===== src/rtl/alu_issue_ctrl.sv =====
// Request queue, credit-gated issue and in-order result collection around the
// fixed-latency HW2_alu; results are never dropped because issue is bounded by free response slots.
`timescale 1ns/1ps
module alu_issue_ctrl #(
  parameter int FIFO_DEPTH = 4,
  parameter int RSP_DEPTH  = 4,
  parameter int ALU_LAT    = 2,
  parameter int TAG_W      = 4
) (
  input  logic             clk_p_i,
  input  logic             reset_p_i,
  input  logic             req_valid_i,
  output logic             req_ready_o,
  input  logic [7:0]       req_a_i,
  input  logic [7:0]       req_b_i,
  input  logic [2:0]       req_inst_i,
  input  logic [TAG_W-1:0] req_tag_i,
  output logic [7:0]       alu_a_o,
  output logic [7:0]       alu_b_o,
  output logic [2:0]       alu_inst_o,
  input  logic [15:0]      alu_data_i,
  output logic             rsp_valid_o,
  input  logic             rsp_ready_i,
  output logic [15:0]      rsp_data_o,
  output logic [2:0]       rsp_inst_o,
  output logic [TAG_W-1:0] rsp_tag_o,
  output logic             rsp_err_o,
  output logic             busy_o
);

  localparam int QPW = (FIFO_DEPTH > 1) ? $clog2(FIFO_DEPTH) : 1;
  localparam int QCW = $clog2(FIFO_DEPTH + 1);
  localparam int RPW = (RSP_DEPTH > 1) ? $clog2(RSP_DEPTH) : 1;
  localparam int RCW = $clog2(RSP_DEPTH + 1);
  localparam logic [2:0] INST_ILL = 3'b111;

  logic [7:0]       qa_q [FIFO_DEPTH];
  logic [7:0]       qb_q [FIFO_DEPTH];
  logic [2:0]       qi_q [FIFO_DEPTH];
  logic [TAG_W-1:0] qt_q [FIFO_DEPTH];
  logic [QPW-1:0]   q_wr_q, q_rd_q;
  logic [QCW-1:0]   q_cnt_q, q_cnt_d;

  logic [15:0]      rdat_q [RSP_DEPTH];
  logic [2:0]       rins_q [RSP_DEPTH];
  logic [TAG_W-1:0] rtag_q [RSP_DEPTH];
  logic             rerr_q [RSP_DEPTH];
  logic [RPW-1:0]   r_wr_q, r_rd_q;
  logic [RCW-1:0]   r_cnt_q, r_cnt_d;
  logic [RCW-1:0]   crd_q, crd_d;

  logic [7:0]       alu_a_q, alu_b_q;
  logic [2:0]       alu_inst_q;

  // Stage k describes the op whose operands were on the ALU ports k cycles ago.
  logic [ALU_LAT:0] pv_q, perr_q;
  logic [2:0]       pi_q [ALU_LAT+1];
  logic [TAG_W-1:0] pt_q [ALU_LAT+1];

  logic        push, issue, rsp_hs, cap, hd_ill;
  logic [15:0] cap_data;

  assign req_ready_o = (q_cnt_q != QCW'(FIFO_DEPTH));
  assign push        = req_valid_i & req_ready_o;
  assign rsp_valid_o = (r_cnt_q != '0);
  assign rsp_hs      = rsp_valid_o & rsp_ready_i;
  assign issue       = (q_cnt_q != '0) & ((crd_q != '0) | rsp_hs);
  assign hd_ill      = (qi_q[q_rd_q] == INST_ILL);
  assign cap         = pv_q[ALU_LAT];
  assign cap_data    = perr_q[ALU_LAT] ? 16'h0000 : alu_data_i;

  always_comb begin
    q_cnt_d = q_cnt_q + QCW'(push) - QCW'(issue);
    r_cnt_d = r_cnt_q + RCW'(cap) - RCW'(rsp_hs);
    crd_d   = crd_q - RCW'(issue) + RCW'(rsp_hs);
  end

  always_ff @(posedge clk_p_i) begin
    if (push) begin
      qa_q[q_wr_q] <= req_a_i;
      qb_q[q_wr_q] <= req_b_i;
      qi_q[q_wr_q] <= req_inst_i;
      qt_q[q_wr_q] <= req_tag_i;
    end
    if (cap) begin
      rdat_q[r_wr_q] <= cap_data;
      rins_q[r_wr_q] <= pi_q[ALU_LAT];
      rtag_q[r_wr_q] <= pt_q[ALU_LAT];
      rerr_q[r_wr_q] <= perr_q[ALU_LAT];
    end
  end

  always_ff @(posedge clk_p_i or posedge reset_p_i) begin
    if (reset_p_i) begin
      q_wr_q     <= '0;
      q_rd_q     <= '0;
      q_cnt_q    <= '0;
      r_wr_q     <= '0;
      r_rd_q     <= '0;
      r_cnt_q    <= '0;
      crd_q      <= RCW'(RSP_DEPTH);
      alu_a_q    <= '0;
      alu_b_q    <= '0;
      alu_inst_q <= '0;
      pv_q       <= '0;
      perr_q     <= '0;
      for (int k = 0; k <= ALU_LAT; k++) begin
        pi_q[k] <= '0;
        pt_q[k] <= '0;
      end
    end else begin
      q_cnt_q <= q_cnt_d;
      r_cnt_q <= r_cnt_d;
      crd_q   <= crd_d;
      if (push)  q_wr_q <= q_wr_q + QPW'(1);
      if (issue) q_rd_q <= q_rd_q + QPW'(1);
      if (cap)    r_wr_q <= (r_wr_q == RPW'(RSP_DEPTH - 1)) ? '0 : r_wr_q + RPW'(1);
      if (rsp_hs) r_rd_q <= (r_rd_q == RPW'(RSP_DEPTH - 1)) ? '0 : r_rd_q + RPW'(1);
      // Illegal ops keep their slot but present an all-zero operation to the ALU.
      alu_a_q    <= (issue & !hd_ill) ? qa_q[q_rd_q] : '0;
      alu_b_q    <= (issue & !hd_ill) ? qb_q[q_rd_q] : '0;
      alu_inst_q <= (issue & !hd_ill) ? qi_q[q_rd_q] : '0;
      pv_q       <= {pv_q[ALU_LAT-1:0], issue};
      perr_q     <= {perr_q[ALU_LAT-1:0], issue & hd_ill};
      pi_q[0]    <= issue ? qi_q[q_rd_q] : '0;
      pt_q[0]    <= issue ? qt_q[q_rd_q] : '0;
      for (int k = 1; k <= ALU_LAT; k++) begin
        pi_q[k] <= pi_q[k-1];
        pt_q[k] <= pt_q[k-1];
      end
    end
  end

  assign alu_a_o    = alu_a_q;
  assign alu_b_o    = alu_b_q;
  assign alu_inst_o = alu_inst_q;

  assign rsp_data_o = rsp_valid_o ? rdat_q[r_rd_q] : '0;
  assign rsp_inst_o = rsp_valid_o ? rins_q[r_rd_q] : '0;
  assign rsp_tag_o  = rsp_valid_o ? rtag_q[r_rd_q] : '0;
  assign rsp_err_o  = rsp_valid_o ? rerr_q[r_rd_q] : 1'b0;

  assign busy_o = (q_cnt_q != '0) | (|pv_q) | rsp_valid_o;

endmodule


===== config.mk =====
export PLATFORM = sky130hd
export DESIGN_NAME = alu_issue_ctrl
export DESIGN_NICKNAME = d
export VERILOG_FILES = /design/src/rtl/alu_issue_ctrl.sv
export SDC_FILE = /design/constraint.sdc
export NUM_CORES = 1
export LEC_CHECK = 0
export ABC_AREA = 0
export CAP_MARGIN = 10
export CORE_MARGIN = 5
export CORE_UTILIZATION = 35
export CTS_BUF_LIST = sky130_fd_sc_hd__clkbuf_8
export DETAILED_ROUTE_END_ITERATION = 8
export MAX_ROUTING_LAYER = met4
export PLACE_DENSITY = 0.52
export SLEW_MARGIN = 10
export SYNTH_ARGS = -nofsm -noshare
export SYNTH_HDL_FRONTEND = slang
export SYNTH_SLANG_ARGS = --single-unit

===== constraint.sdc =====
create_clock -name clk_p_i -period 3.5 [get_ports clk_p_i]
set_input_delay 0.7 -clock clk_p_i [delete_from_list [all_inputs] [get_ports clk_p_i]]
set_output_delay 0.7 -clock clk_p_i [all_outputs]
set_load 0.01 [all_outputs]

# Word level (Yosys, flattened, before mapping)
# Memory sizes are Yosys's and may differ from the RTL's.
# Index checks and enable logic that the tools add are counted.
[classes]
n_addsub = 10
n_mul = 0
div = 0
order_cmp = 0
eq_ne = 4
n_shift = 0
muxes = 16
n_bitwise = 8
n_reduce_logical = 5
[op_table]
columns = ["operator", "n"]
rows = [
  ["$mux 16", 2],
  ["$mux 8", 2],
  ["$add 3x1->3", 3],
  ["$mux 3", 3],
  ["$reduce_bool 3->1", 3],
  ["$sub 3x1->3", 3],
  ["$add 2x1->2 const B", 4],
  ["$mux 4", 2],
  ["$and 1x1->1", 5],
  ["$mux 1", 5],
  ["$eq 2x2->1 const B", 2],
  ["$mux 2", 2],
  ["$eq 3x3->1 const B", 1],
  ["$ne 3x3->1 const B", 1],
  ["$or 1x1->1", 3],
  ["$reduce_or 3->1", 1],
  ["$logic_not 1->1", 1],
]
[totals]
reg_bits = 63
latchBits = 0
mem_bits_rw = 188
mem_bits_ro = 0
inputBits = 43
output_inout_bits = 46
word_cells = 69
memories = 8
[memory_table]
columns = ["memory", "depth", "width", "read_ports", "rd_ports_with_merged_regs", "write_ports", "line_no", "source"]
rows = [
  ["rdat_q", 4, 16, 1, 0, 1, "44", "logic [15:0] rdat_q [RSP_DEPTH];"],
  ["qa_q", 4, 8, 1, 0, 1, "37", "logic [7:0] qa_q [FIFO_DEPTH];"],
  ["qb_q", 4, 8, 1, 0, 1, "38", "logic [7:0] qb_q [FIFO_DEPTH];"],
  ["qt_q", 4, 4, 1, 0, 1, "40", "logic [TAG_W-1:0] qt_q [FIFO_DEPTH];"],
  ["rtag_q", 4, 4, 1, 0, 1, "46", "logic [TAG_W-1:0] rtag_q [RSP_DEPTH];"],
  ["qi_q", 4, 3, 1, 0, 1, "39", "logic [2:0] qi_q [FIFO_DEPTH];"],
  ["+2 memories", "-", "-", "-", "-", "-", "-", ""],
]

# Depth between registers and ports, before layout
[depth]
word_depth = 6
depth_mapped = 11
mapped_depth_nobuf = 9

# Worst setup path before layout
# OpenSTA, ideal clock, no wires.
[synth_path]
path_kind = "input to register"
from = "input port rsp_ready_i"
to = "register q_cnt_q[2]"
setup_ps = 123
arrival_ps = 2776
required_ps = 3377
path_slack_ps = 602
path_stages = 11
path_buffers = 2
cell_sequence = "o31a_1 buf_2 o21ai_1 buf_2 inv_1 ha_1 inv_1 ha_1 fa_1 xnor2_1 xnor2_1"
[synth_between]
elab_chain_len = 4
[synth_lines]
columns = ["element", "line_no", "source"]
rows = [
  ["start, declared", "23", "input logic rsp_ready_i,"],
  ["$and 1x1->1", "66", "assign rsp_hs = rsp_valid_o & rsp_ready_i;"],
  ["net rsp_hs", "60", "logic push, issue, rsp_hs, cap, hd_ill;"],
  ["$or 1x1->1", "67", "assign issue = (q_cnt_q != '0) & ((crd_q != '0) | rsp_hs);"],
  ["$and 1x1->1", "67", ""],
  ["net issue", "60", ""],
  ["$sub 3x1->3", "73", "q_cnt_d = q_cnt_q + QCW'(push) - QCW'(issue);"],
  ["net q_cnt_d[2]", "42", "logic [QCW-1:0] q_cnt_q, q_cnt_d;"],
  ["end signal, assigned", "112", "q_cnt_q <= q_cnt_d;"],
  ["end, declared", "42", ""],
]
# The timed path passes the listed nets, and every way through them passes these cells.
# A chain may end at the register's enable or synchronous reset.

# Worst setup path in the final report
[layout_path]
from = "register r_rd_q[0]"
to = "output port rsp_data_o[10]"
[layout_between]
elab_chain_len = 2
[layout_lines]
columns = ["element", "line_no", "source"]
rows = [
  ["start, declared", "48", "logic [RPW-1:0] r_wr_q, r_rd_q;"],
  ["start signal, assigned", "118", "if (rsp_hs) r_rd_q <= (r_rd_q == RPW'(RSP_DEPTH - 1)) ? '0 : r_rd_q + RPW'(1);"],
  ["$mem_v2 4x16", "-", ""],
  ["$mux 16", "138", "assign rsp_data_o = rsp_valid_o ? rdat_q[r_rd_q] : '0;"],
  ["end, declared", "24", "output logic [15:0] rsp_data_o,"],
]
# No other way between the ends.

==> results.py <==
metrics = {
    "placed_design": {
        "dpl-instance-area_mm2": 0.01081,
        "dp_hpwl_mm": 10.44,
        "gp_congestion": 0.7059,
        "port_buffers": 88,
    },
    "routing": {
        "vias": 4500,
        "ant_nets": 0,
        "wl_mm": 17.99,
        "dr.pass1.iters": 4,
        "routed_via_density": 4.673,
        "wl_per_cell_um": 18.68,
        "drt_iter0_drc": 280,
        "drc": 0,
    },
    "logic_synthesis": {
        "synth_warnings": 0,
        "synth_compound_area_share_pct": 0.4625,
        "synth_seq_cells": 251,
        "synth_xor_area_share_pct": 0.8325,
        "syn_inst": 461,
        "ys_async_sr_fraction_pct": 25.10,
        "synth-edff-count": 188,
        "yosys_most_used_dff": "edfxtp_1",
        "yosys.area_share.simple_pct": 6.342,
        "synth_top_cells_by_count": "edfxtp_1 (188), dfrtp_1 (62), mux4_2 (47)",
        "synth_area_leaders": "edfxtp_1 (60%), dfrtp_1 (16%), mux4_2 (11%), nor2b_1 (3.0%), ha_1 (1.8%)",
        "yosysMostFrequentCell": "edfxtp_1",
        "syn_area_mm2": 0.009469,
        "ys_types": 32,
        "yosys.area.top_type": "edfxtp_1",
        "synthAdderAreaFrac_pct": 2.484,
        "muxShareOfSynthArea_pct": 11.64,
        "synthesis.nets": 521,
        "synth_top_area_share_pct": 59.62,
        "seq_area_frac_synth_pct": 76.28,
        "syn-mean-instance-area_um2": 20.54,
        "synth_top_family_by_area": "multiplexers",
    },
    "critical_path": {
        "worstPathArrival_ps": 2530,
        "critPathBufInv": 2,
        "cp_slowest_cell": "dfrtp_4",
        "cp_data_required_time_ps": 2800,
        "path_max_fanout": 17,
        "slowest_delay_ps": 620,
        "criticalPathCategory": "reg2out",
        "crit_family": "buffers and inverters",
        "crit_path_cell_trace": "buf_4 > mux4_2 > nor2b_1 > clkdlybuf4s50_1",
        "start_kind": "register",
        "crit_path_end_kind": "primary output",
    },
    "layout": {
        "fin_nets": 650,
        "final_area_mm2": 0.01156,
        "area_delta_synth_final_pct": 22.11,
        "drive_above_1_share_pct": 21.38,
        "num_antenna_cells": 0,
    },
    "global_routing": {
        "grt_pass1_wl_mm": 28.79,
        "grt_usage_pct": 12.50,
        "first_global_vias": 5155,
        "grt_antenna_before_repair": 0,
        "grt_max_degree": 27,
        "grt_overflow": 0,
    },
    "clocking": {
        "clockBufferDepth": 3,
        "hold_buffers": 0,
        "cts_tree": "built",
        "clk-insertion-delay-late_ps": 530,
        "clock_sinks": 251,
        "htree_levels": 2,
        "clockRootBuffer": "clkbuf_8",
        "clkTransAtPathRegs_ps": 60,
        "cts_buffers": 43,
    },
    "die": {
        "die_y_um": 174.5,
        "fp.coreArea_mm2": 0.02680,
        "die_w_um": 174.5,
        "ios": 89,
        "rows": 60,
        "die_area_mm2": 0.03044,
        "initial_core_util_pct": 35.33,
    },
    "timing": {
        "final_hold_viol_count": 0,
        "period_minus_slack_ps": 3230,
        "tns_ps": 0,
        "slew_headroom_pct": 29.38,
        "worstMarginPinSlew_ps": 1059,
        "setup_viol": 0,
        "rsz0062_at_grt": "no",
        "fin_skew_ps": 16.64,
        "drv_slew": 0,
        "layout_worst_path_cycle_share_pct": 92.27,
        "clock.fmax_mhz": 309.6,
    },
    "pwr": {
        "peakVddDrop_mv": 0.3881,
        "leakage_nw": 4.182,
        "power_density_mw_per_mm2": 941.4,
    },
    "outcome": {
        "status": "completed",
    },
    "worst_hold_path": {
        "min_path_type": "reg2reg",
    },
    "job": {
        "max_cap_violations": 0,
    },
}
==> logic make-up (layout without fill, tap and decap cells) <==
kind of cell / Yosys count / in the layout
flops: 251 / 251
simple gates: 87 / 87
mux: 51 / 51
buf+inv: 39 / 200
fa+ha+maj: 17 / 17
xor+xnor: 9 / 9
compound gates: 7 / 7
==> registers in the layout, summed over array words and instances (netlist names), 3 cells and up <==
register    flops
qb_q           32
q_cnt_q         3
qi_q           12
qt_q           16
pv_q            3
alu_b_o         8
rdat_q         64
alu_a_o         8
qa_q           32
perr_q          3
alu_inst_o      3
crd_q           3
rerr_q          4
rins_q         12
r_cnt_q         3
rtag_q         16
pi_q            9
pt_q           12
==> worst register-to-register path, delay by kind of cell, from the launching register on <==
| kind | cells | cell delay (ps) |
|---|---|---|
| adders and majority gates | 3 | 820 |
| and+or+nand+nor | 1 | 480 |
| buffers and inverters | 2 | 110 |
| xor gates and xnor gates | 2 | 330 |
| DFF | 1 | 420 |
| AOI/OAI and AO/OA | 1 | 160 |
==> layout make-up <==
| cell class | instances | area [um2] |
|---|---|---|
| timing repair buffer | 105 | 1008 |
| sequential | 251 | 7228 |
| fill | 2362 | 15240 |
| clock buffer | 46 | 633.1 |
| clock inverter | 31 | 121.4 |
| multi-input combinational | 171 | 2077 |
| tap | 341 | 426.7 |
| inverter | 18 | 67.56 |
==> what timing repair did <==
| item | in CTS | in global routing |
|---|---|---|
| buffers inserted | 0 | 0 |
| setup endpoints to repair | 0 | 2 |
| resized for setup | 0 | 1 |
| hold endpoints to repair | 0 | 0 |
==> placed cells by master, fill, tap and decap left out, types with 2 or more instances in the layout <==
cell,synthesis,final
xnor2_1,9,9
edfxtp_1,188,188
clkinv_1,0,13
inv_1,18,31
and3_1,5,5
mux2_2,3,3
o211ai_1,2,2
or3_1,3,3
nor3b_1,8,8
dfrtp_1,62,60
ha_1,14,14
mux4_2,47,47
fa_1,3,3
buf_4,1,17
clkinv_2,0,4
nor2_1,3,3
nor2b_1,46,46
clkbuf_8,0,46
clkdlybuf4s50_1,0,88
and2_1,5,5
nand2_1,4,4
o21ai_0,2,2
nor3b_2,10,10
==> through the flow <==
stage / hold slack [ps] / util, % / instances / power, mW / setup slack (ps)
floorplan: 331.2 / - / 461 / 7.105 / 601.6
global placement: 334.1 / 40.32 / 886 / 8.617 / 643.0
detailed placement: 334.7 / 40.32 / 886 / 8.751 / 598.4
CTS: 349.1 / 43.13 / 963 / 11.13 / 61.36
global route: 353.4 / 43.14 / 963 / 11.60 / 133.7
finish: 347.5 / 43.14 / 963 / 10.88 / 270.4
==> per-layer routing <==
layer	up-vias	wire [um]	GRT usage, %
li1	2024	-	-
met1	2310	7330	14.42
met2	122	9179	21.26
met3	44	1053	3.415
met4	0	425	4.058
met5	-	0	-
==> worst paths after layout <==
check / from / end / slack (ps) / depth (start not counted)
min in group asynchronous: reset_p_i / q_cnt_q[2]$_DFF_PP0_ / 500 / 2
worst max-delay path: r_rd_q[0]$_DFFE_PP0P_ / rsp_data_o[10] / 270 / 4
max in group asynchronous: reset_p_i / crd_q[2]$_DFF_PP1_ / 2270 / 3
worst min-delay path: pt_q[6]$_DFF_PP0_ / pt_q[2]$_DFF_PP0_ / 350 / 0
worst min register to register: pt_q[6]$_DFF_PP0_ / pt_q[2]$_DFF_PP0_ / 350 / 0
worst max register to register: crd_q[1]$_DFF_PP0_ / q_cnt_q[2]$_DFF_PP0_ / 1090 / 9
==> where the power goes <==
part / switching [mW] / leakage [nW] / internal [mW]
Sequential: 0.451 / 2.50 / 4.45
Combinational: 1.75 / 1.24 / 1.92
Clock: 1.10 / 0.441 / 1.21
(Power assumes the default switching activity.)
